`src/rtl/xcorr_pkg.sv`:
```
// Shared types and helpers for the cross-correlation engine.
// Holds the FSM state enum, pipeline depth and lag overlap bounds.
package xcorr_pkg;

    typedef enum logic [1:0] {
        IDLE,
        RUN,
        DRAIN,
        DONE
    } state_t;

    // Cycles from address issue to accumulator update.
    localparam int PIPE_DEPTH = 3;

    // Smallest k with both a[n-k] and b[len-1-k] inside the signals.
    function automatic int overlap_first(int n, int len);
        return (n > len - 1) ? n - len + 1 : 0;
    endfunction

    // Largest such k.
    function automatic int overlap_last(int n, int len);
        return (n < len - 1) ? n : len - 1;
    endfunction

endpackage

```
`src/rtl/xcorr_mac.sv`:
```
// Registered multiply followed by a load/add accumulator.
// Ports: a/b samples with valid/first/last tags in; out_valid pulses with acc on a lag's last term.
module xcorr_mac #(
    parameter int DATA_W = 10,
    parameter int ACC_W  = 31,
    parameter int SIGNED = 0
) (
    input  logic              clk,
    input  logic              reset_n,
    input  logic [DATA_W-1:0] a,
    input  logic [DATA_W-1:0] b,
    input  logic              in_valid,
    input  logic              in_first,
    input  logic              in_last,
    output logic              out_valid,
    output logic [ACC_W-1:0]  acc
);

    localparam int PW = 2 * DATA_W;

    logic          sa;
    logic          sb;
    logic [PW-1:0] ax;
    logic [PW-1:0] bx;
    logic [PW-1:0] prod;
    logic          p_valid;
    logic          p_first;
    logic          p_last;
    logic [ACC_W-1:0] pext;

    // Extending both operands to full product width makes one unsigned
    // multiply correct for either signedness.
    always_comb begin
        sa   = (SIGNED != 0) && a[DATA_W-1];
        sb   = (SIGNED != 0) && b[DATA_W-1];
        ax   = {{DATA_W{sa}}, a};
        bx   = {{DATA_W{sb}}, b};
        pext = {{(ACC_W-PW){(SIGNED != 0) && prod[PW-1]}}, prod};
    end

    always_ff @(posedge clk) begin
        if (!reset_n) begin
            prod      <= '0;
            p_valid   <= 1'b0;
            p_first   <= 1'b0;
            p_last    <= 1'b0;
            out_valid <= 1'b0;
            acc       <= '0;
        end else begin
            prod      <= ax * bx;
            p_valid   <= in_valid;
            p_first   <= in_first;
            p_last    <= in_last;
            out_valid <= p_valid && p_last;
            if (p_valid) begin
                acc <= p_first ? pext : acc + pext;
            end
        end
    end

endmodule

```
`src/rtl/xcorr_engine.sv`:
```
// Cross-correlation engine streaming r[n] over a lag window from two sample RAMs.
// Ports: start/lag_lo/lag_hi in, RAM a/b addr out and data in, res_* stream, busy/done/err, max_val/max_idx.
module xcorr_engine import xcorr_pkg::*; #(
    parameter int DATA_W = 10,
    parameter int LEN    = 2000,
    parameter int SIGNED = 0,
    parameter int ADDR_W = $clog2(LEN),
    parameter int IDX_W  = $clog2(2*LEN-1),
    parameter int ACC_W  = 2*DATA_W+$clog2(LEN)
) (
    input  logic              clk,
    input  logic              reset_n,
    input  logic              start,
    input  logic [IDX_W-1:0]  lag_lo,
    input  logic [IDX_W-1:0]  lag_hi,
    output logic [ADDR_W-1:0] a_addr,
    output logic [ADDR_W-1:0] b_addr,
    input  logic [DATA_W-1:0] a_data,
    input  logic [DATA_W-1:0] b_data,
    output logic              res_valid,
    output logic [IDX_W-1:0]  res_idx,
    output logic [ACC_W-1:0]  res_data,
    output logic              busy,
    output logic              done,
    output logic              err,
    output logic [ACC_W-1:0]  max_val,
    output logic [IDX_W-1:0]  max_idx
);

    localparam int MAXLAG = 2 * LEN - 2;

    state_t           state;
    logic [IDX_W-1:0] n;
    logic [IDX_W-1:0] hi;
    logic [IDX_W-1:0] res_cnt;
    logic [ADDR_W-1:0] k;
    logic [1:0]       dcnt;
    logic             first_res;
    logic             s1_valid;
    logic             s1_first;
    logic             s1_last;

    logic [IDX_W-1:0]  hi_c;
    logic [IDX_W-1:0]  nn;
    logic [ADDR_W-1:0] nk;
    logic [ADDR_W-1:0] k0;
    logic              win_bad;
    logic              is_first;
    logic              is_last;
    logic              end_run;
    logic              gt;
    logic              take;
    logic              mac_valid;
    logic [ACC_W-1:0]  mac_acc;

    always_comb begin
        hi_c     = (int'(lag_hi) > MAXLAG) ? IDX_W'(MAXLAG) : lag_hi;
        win_bad  = lag_lo > hi_c;
        k0       = ADDR_W'(overlap_first(int'(lag_lo), LEN));
        is_first = int'(k) == overlap_first(int'(n), LEN);
        is_last  = int'(k) == overlap_last(int'(n), LEN);
        end_run  = is_last && (n == hi);
        // Next term: step k, or roll to the first term of the next lag.
        nn = n;
        nk = k + ADDR_W'(1);
        if (is_last) begin
            nn = n + IDX_W'(1);
            nk = ADDR_W'(overlap_first(int'(n) + 1, LEN));
        end
        if (SIGNED != 0) begin
            gt = $signed(mac_acc) > $signed(max_val);
        end else begin
            gt = mac_acc > max_val;
        end
        take = mac_valid && (first_res || gt);
    end

    always_ff @(posedge clk) begin
        if (!reset_n) begin
            state     <= IDLE;
            n         <= '0;
            k         <= '0;
            hi        <= '0;
            a_addr    <= '0;
            b_addr    <= '0;
            dcnt      <= '0;
            err       <= 1'b0;
            first_res <= 1'b0;
            res_cnt   <= '0;
            max_val   <= '0;
            max_idx   <= '0;
            s1_valid  <= 1'b0;
            s1_first  <= 1'b0;
            s1_last   <= 1'b0;
        end else begin
            // Tags follow the address by one cycle to line up with RAM data.
            s1_valid <= (state == RUN);
            s1_first <= is_first;
            s1_last  <= is_last;
            if (mac_valid) begin
                res_cnt <= res_cnt + IDX_W'(1);
            end
            if (take) begin
                max_val   <= mac_acc;
                max_idx   <= res_cnt;
                first_res <= 1'b0;
            end
            unique case (state)
                IDLE, DONE: begin
                    if (start) begin
                        max_val   <= '0;
                        max_idx   <= '0;
                        first_res <= 1'b1;
                        res_cnt   <= lag_lo;
                        hi        <= hi_c;
                        err       <= win_bad;
                        if (win_bad) begin
                            state <= DONE;
                        end else begin
                            state  <= RUN;
                            n      <= lag_lo;
                            k      <= k0;
                            a_addr <= ADDR_W'(int'(lag_lo) - int'(k0));
                            b_addr <= ADDR_W'(LEN - 1 - int'(k0));
                        end
                    end
                end
                RUN: begin
                    if (end_run) begin
                        state <= DRAIN;
                        dcnt  <= '0;
                    end else begin
                        n      <= nn;
                        k      <= nk;
                        a_addr <= ADDR_W'(int'(nn) - int'(nk));
                        b_addr <= ADDR_W'(LEN - 1 - int'(nk));
                    end
                end
                DRAIN: begin
                    if (dcnt == 2'(PIPE_DEPTH - 1)) begin
                        state <= DONE;
                    end else begin
                        dcnt <= dcnt + 2'd1;
                    end
                end
                default: begin
                end
            endcase
        end
    end

    assign busy      = (state == RUN) || (state == DRAIN);
    assign done      = (state == DONE);
    assign res_valid = mac_valid;
    assign res_data  = mac_acc;
    assign res_idx   = res_cnt;

    xcorr_mac #(
        .DATA_W (DATA_W),
        .ACC_W  (ACC_W),
        .SIGNED (SIGNED)
    ) u_mac (
        .clk       (clk),
        .reset_n   (reset_n),
        .a         (a_data),
        .b         (b_data),
        .in_valid  (s1_valid),
        .in_first  (s1_first),
        .in_last   (s1_last),
        .out_valid (mac_valid),
        .acc       (mac_acc)
    );

endmodule
```
`config.mk`:
```
export PLATFORM = sky130hd
export DESIGN_NAME = xcorr_engine
export DESIGN_NICKNAME = d
export VERILOG_FILES = /design/src/rtl/xcorr_pkg.sv /design/src/rtl/xcorr_mac.sv /design/src/rtl/xcorr_engine.sv
export SDC_FILE = /design/constraint.sdc
export NUM_CORES = 1
export LEC_CHECK = 0
export CAP_MARGIN = 5
export CORE_UTILIZATION = 40
export DETAILED_ROUTE_END_ITERATION = 10
export MAX_ROUTING_LAYER = met4
export PLACE_DENSITY = 0.69
export SLEW_MARGIN = 20
export SYNTH_ARGS = -nofsm -noshare
export SYNTH_HDL_FRONTEND = slang
export SYNTH_SLANG_ARGS = --single-unit
export TNS_END_PERCENT = 1
```
`constraint.sdc`:
```
create_clock -name clk -period 5.86 [get_ports clk]
set_input_delay 0.586 -clock clk [delete_from_list [all_inputs] [get_ports clk]]
set_output_delay 0.586 -clock clk [all_outputs]
set_load 0.05 [all_outputs]
```
==> flow_metrics.env <==
export IMPL_finalSetupViolCount=0
export IMPL_critPathMaxFanout=9
export IMPL_final_max_slew_violation_count=0
export IMPL_fin_crit_sh_pct=92.9
export IMPL_p_sw_share_pct=48.8
export IMPL_cp_end_kind="flip-flop"
export IMPL_die_h_um=200
export IMPL_n_antenna_cell=0
export IMPL_clockBufferDepth=2
export IMPL_syn_nets=2242
export IMPL_cts_htree_levels=4
export IMPL_switching_power_mw=4.07
export IMPL_p_clk_share_pct=14.1
export IMPL_powerDensity_nw_per_um2=446
export IMPL_place_hpwl_mm=36.1
export IMPL_gp_congestion=0.987
export IMPL_critPathMaxStageDelay_ns=0.53
export IMPL_leakagePower_nw=7.66
export IMPL_drt_iter0_drc=1058
export IMPL_synth_area_um2=15700
export IMPL_ios=159
export IMPL_r2r_end="a_addr[10]"
export IMPL_relSlewSlack_pct=37.3
export IMPL_synthTopCellsByCount="nand2_1 (240), dfxtp_1 (175), nor2_1 (173)"
export IMPL_worst_hold_path_endpoint="u_mac.p_last"
export IMPL_hp_class="reg -> reg"
export IMPL_worstPathRequired_ns=6.21
export IMPL_synth_top_area_share_pct=22.3
export IMPL_path_buf_inv=6
export IMPL_finalClockSkew_ns=0.0138
export IMPL_antenna_found_initial=0
export IMPL_vias=14600
export IMPL_p_comb_share_pct=63.5
export IMPL_tritoncts="done"
export IMPL_grt_remaining_overflow=0
export IMPL_core_um2=38700
export IMPL_synth_most_common_cell="nand2_1"
export IMPL_peakVddDrop_uv=198
export IMPL_grt_pass1_wl_mm=75.4
export IMPL_cpLargestDelayFamily="adder cells"
export IMPL_p_total_mw=8.35
export IMPL_syn_inst=1988
export IMPL_routed_wl_mm=46.7
export IMPL_drt_vias_per_instance=5.49
export IMPL_synth_flop_cell="dfxtp_1"
export IMPL_clk_pin_slew_ns=0.06
export IMPL_rsz0062_at_grt="no"
export IMPL_instances_no_fill=2656
export IMPL_first_global_vias=14000
export IMPL_fp_dieArea_um2=40100
export IMPL_placementRows=72
export IMPL_synth_seq_cells=175
export IMPL_postSynth_asyncResetShare_pct=0
export IMPL_hold_viol_final=0
export IMPL_area_growth_pct=18.9
export IMPL_internal_power_mw=4.28
export IMPL_clk_latency_ns=0.45
export IMPL_clock_sinks=175
export IMPL_cts_buffers=17
export IMPL_synth_edf_count=0
export IMPL_cts_resized=0
export IMPL_critPathArrivalTime_ns=5.80
export IMPL_min_period_ns=5.44
export IMPL_hold_depth=1
export IMPL_fin_nets=2380
export IMPL_grt_max_degree=87
export IMPL_seq_power_share_pct=22.5
export IMPL_grt_usage_pct=23.8
export IMPL_cp_slowest_cell="fa_1"
export IMPL_dp_cells=2625
export IMPL_fmax_mhz=184
export IMPL_synth_area_leaders="dfxtp_1 (22%), ha_1 (11%), fa_1 (8.0%), nand2_1 (5.7%), xnor2_1 (5.3%)"
export IMPL_setup_tns_ns=0
export IMPL_cap_violations=0
export IMPL_hold_ws_ns=0.434
export IMPL_start_kind="input port"
export IMPL_start_util_pct=40.6
export IMPL_worst_r2r_cell_count=16
export IMPL_synth_avg_cell_area_um2=7.91
export IMPL_clockRootBuffer="clkbuf_16"
export IMPL_holdCritStartpoint="s1_last"
export IMPL_drive_above_1_share_pct=7.58
export IMPL_crit_type="in -> reg"
export IMPL_numPortBuffers=158
export IMPL_yosysTopAreaCell="dfxtp_1"
export IMPL_tightest_slew_ns=0.939
export IMPL_ys_types=88
export IMPL_fin_util_pct=48.3
export IMPL_crit_chain="clkdlybuf4s50_1 -> buf_4 -> nand2_1 -> fa_1 -> inv_1 -> fa_1 -> ha_1 -> fa_1 -> inv_1 -> fa_1 -> inv_1 -> ha_1 -> inv_1 -> o21bai_1 -> a21oi_1 -> o21bai_1 -> a21oi_1 -> o21ai_0 -> o211ai_1 -> a31oi_1 -> o21a_1 -> nor3_1"
export IMPL_drtPass1Iterations=5
export IMPL_cts_setup_buffers=0
export IMPL_reg2reg_from="n[3]"
export IMPL_hold_buffers=0
export IMPL_outcome="completed"
export IMPL_yosys_warnings=0
export IMPL_r2r_slack_ns=0.70
export IMPL_ant_nets=0
export IMPL_wl_per_cell_um=17.6
export IMPL_drcViolationCount=0
export IMPL_yosysSeqAreaShare_pct=22.3
export IMPL_die_x_um=200
how the worst max path moves through the flow:
stage	start	end	cells after the start
2_1_floorplan	b_data[3]	u_mac.prod[19]	21
3_3_place_gp	a_data[5]	u_mac.prod[19]	21
3_5_place_dp	b_data[3]	u_mac.prod[18]	22
4_1_cts	b_data[3]	u_mac.prod[18]	22
5_1_grt	a_data[5]	u_mac.prod[19]	21
6_report	b_data[3]	u_mac.prod[18]	22
per-layer routing:
metal  vias to the layer above  GRT usage [%]  routed length [µm]
met5                         -              -                   0
met4                         0           7.20                 992
met3                        59           3.53                2670
met2                       464           36.5               20800
met1                      6939           32.2               22200
li1                       7123              -                   -
sequential cells by signal, indices dropped and copies added (netlist names), 2 cells and up:
register and count:
max_val 31, u_mac.acc 31, u_mac.prod 20, hi 12, max_idx 12, n 12
res_idx 12, a_addr 11, b_addr 11, k 10, dcnt 2, state 2
cell families after synthesis:
group | synth area share [%]
AND/OR/NAND/NOR | 22.3
flip-flops | 22.3
adder cells (fa/ha/maj) | 19.5
AO/OA/AOI/OAI | 17.1
XOR/XNOR | 7.63
multiplexers | 4.38
buffers and inverters | 6.78
power groups by stage:
stage | Sequential (mW) | Clock (mW) | Combinational, mW
floorplan | 2.03 | 0 | 3.57
global placement | 1.88 | 0 | 5.14
detailed placement | 1.89 | 0 | 5.20
CTS | 1.86 | 1.20 | 5.25
global route | 1.91 | 1.24 | 5.82
finish | 1.88 | 1.17 | 5.30
cells in the final DEF, fill, tap and decap left out, types with 12 or more instances in the layout:
| cell | Yosys | final |
|---|---|---|
| o22ai_1 | 13 | 13 |
| nand3_1 | 34 | 34 |
| a31oi_1 | 21 | 21 |
| and3_1 | 22 | 22 |
| inv_1 | 150 | 149 |
| a21o_1 | 23 | 23 |
| xor2_1 | 41 | 41 |
| and2_1 | 80 | 80 |
| nor2b_1 | 16 | 16 |
| o211ai_1 | 12 | 12 |
| a21oi_1 | 112 | 112 |
| buf_4 | 2 | 84 |
| ha_1 | 144 | 143 |
| clkdlybuf4s50_1 | 0 | 157 |
| nand2_1 | 240 | 240 |
| clkbuf_16 | 0 | 17 |
| o21ai_0 | 75 | 75 |
| nor3_1 | 42 | 42 |
| a211oi_1 | 40 | 40 |
| nand2b_1 | 18 | 18 |
| fa_1 | 63 | 63 |
| mux2i_1 | 63 | 63 |
| nand4_1 | 32 | 32 |
| dfxtp_1 | 175 | 175 |
| o21a_1 | 13 | 13 |
| nor2_1 | 173 | 172 |
| xnor2_1 | 96 | 96 |
cell type report:
class	instances	area, µm²
Clock buffer	21	470
Clock inverter	10	128
Fill cell	3782	20000
Inverter	150	563
Multi-Input combinational cell	1540	11200
Sequential cell	175	3500
Tap cell	518	648
Timing Repair Buffer	242	2210
metrics by stage:
stage | instance area (µm²) | setup WS, ns
final | 18700 | 0.415
after CTS | 18700 | 0.419
after floorplan | 15700 | 0.513
after global placement | 18100 | 0.0167
after global routing | 18700 | 0.0581
after detailed placement | 18100 | -0.0369
Power figures use the tool's default switching activity.
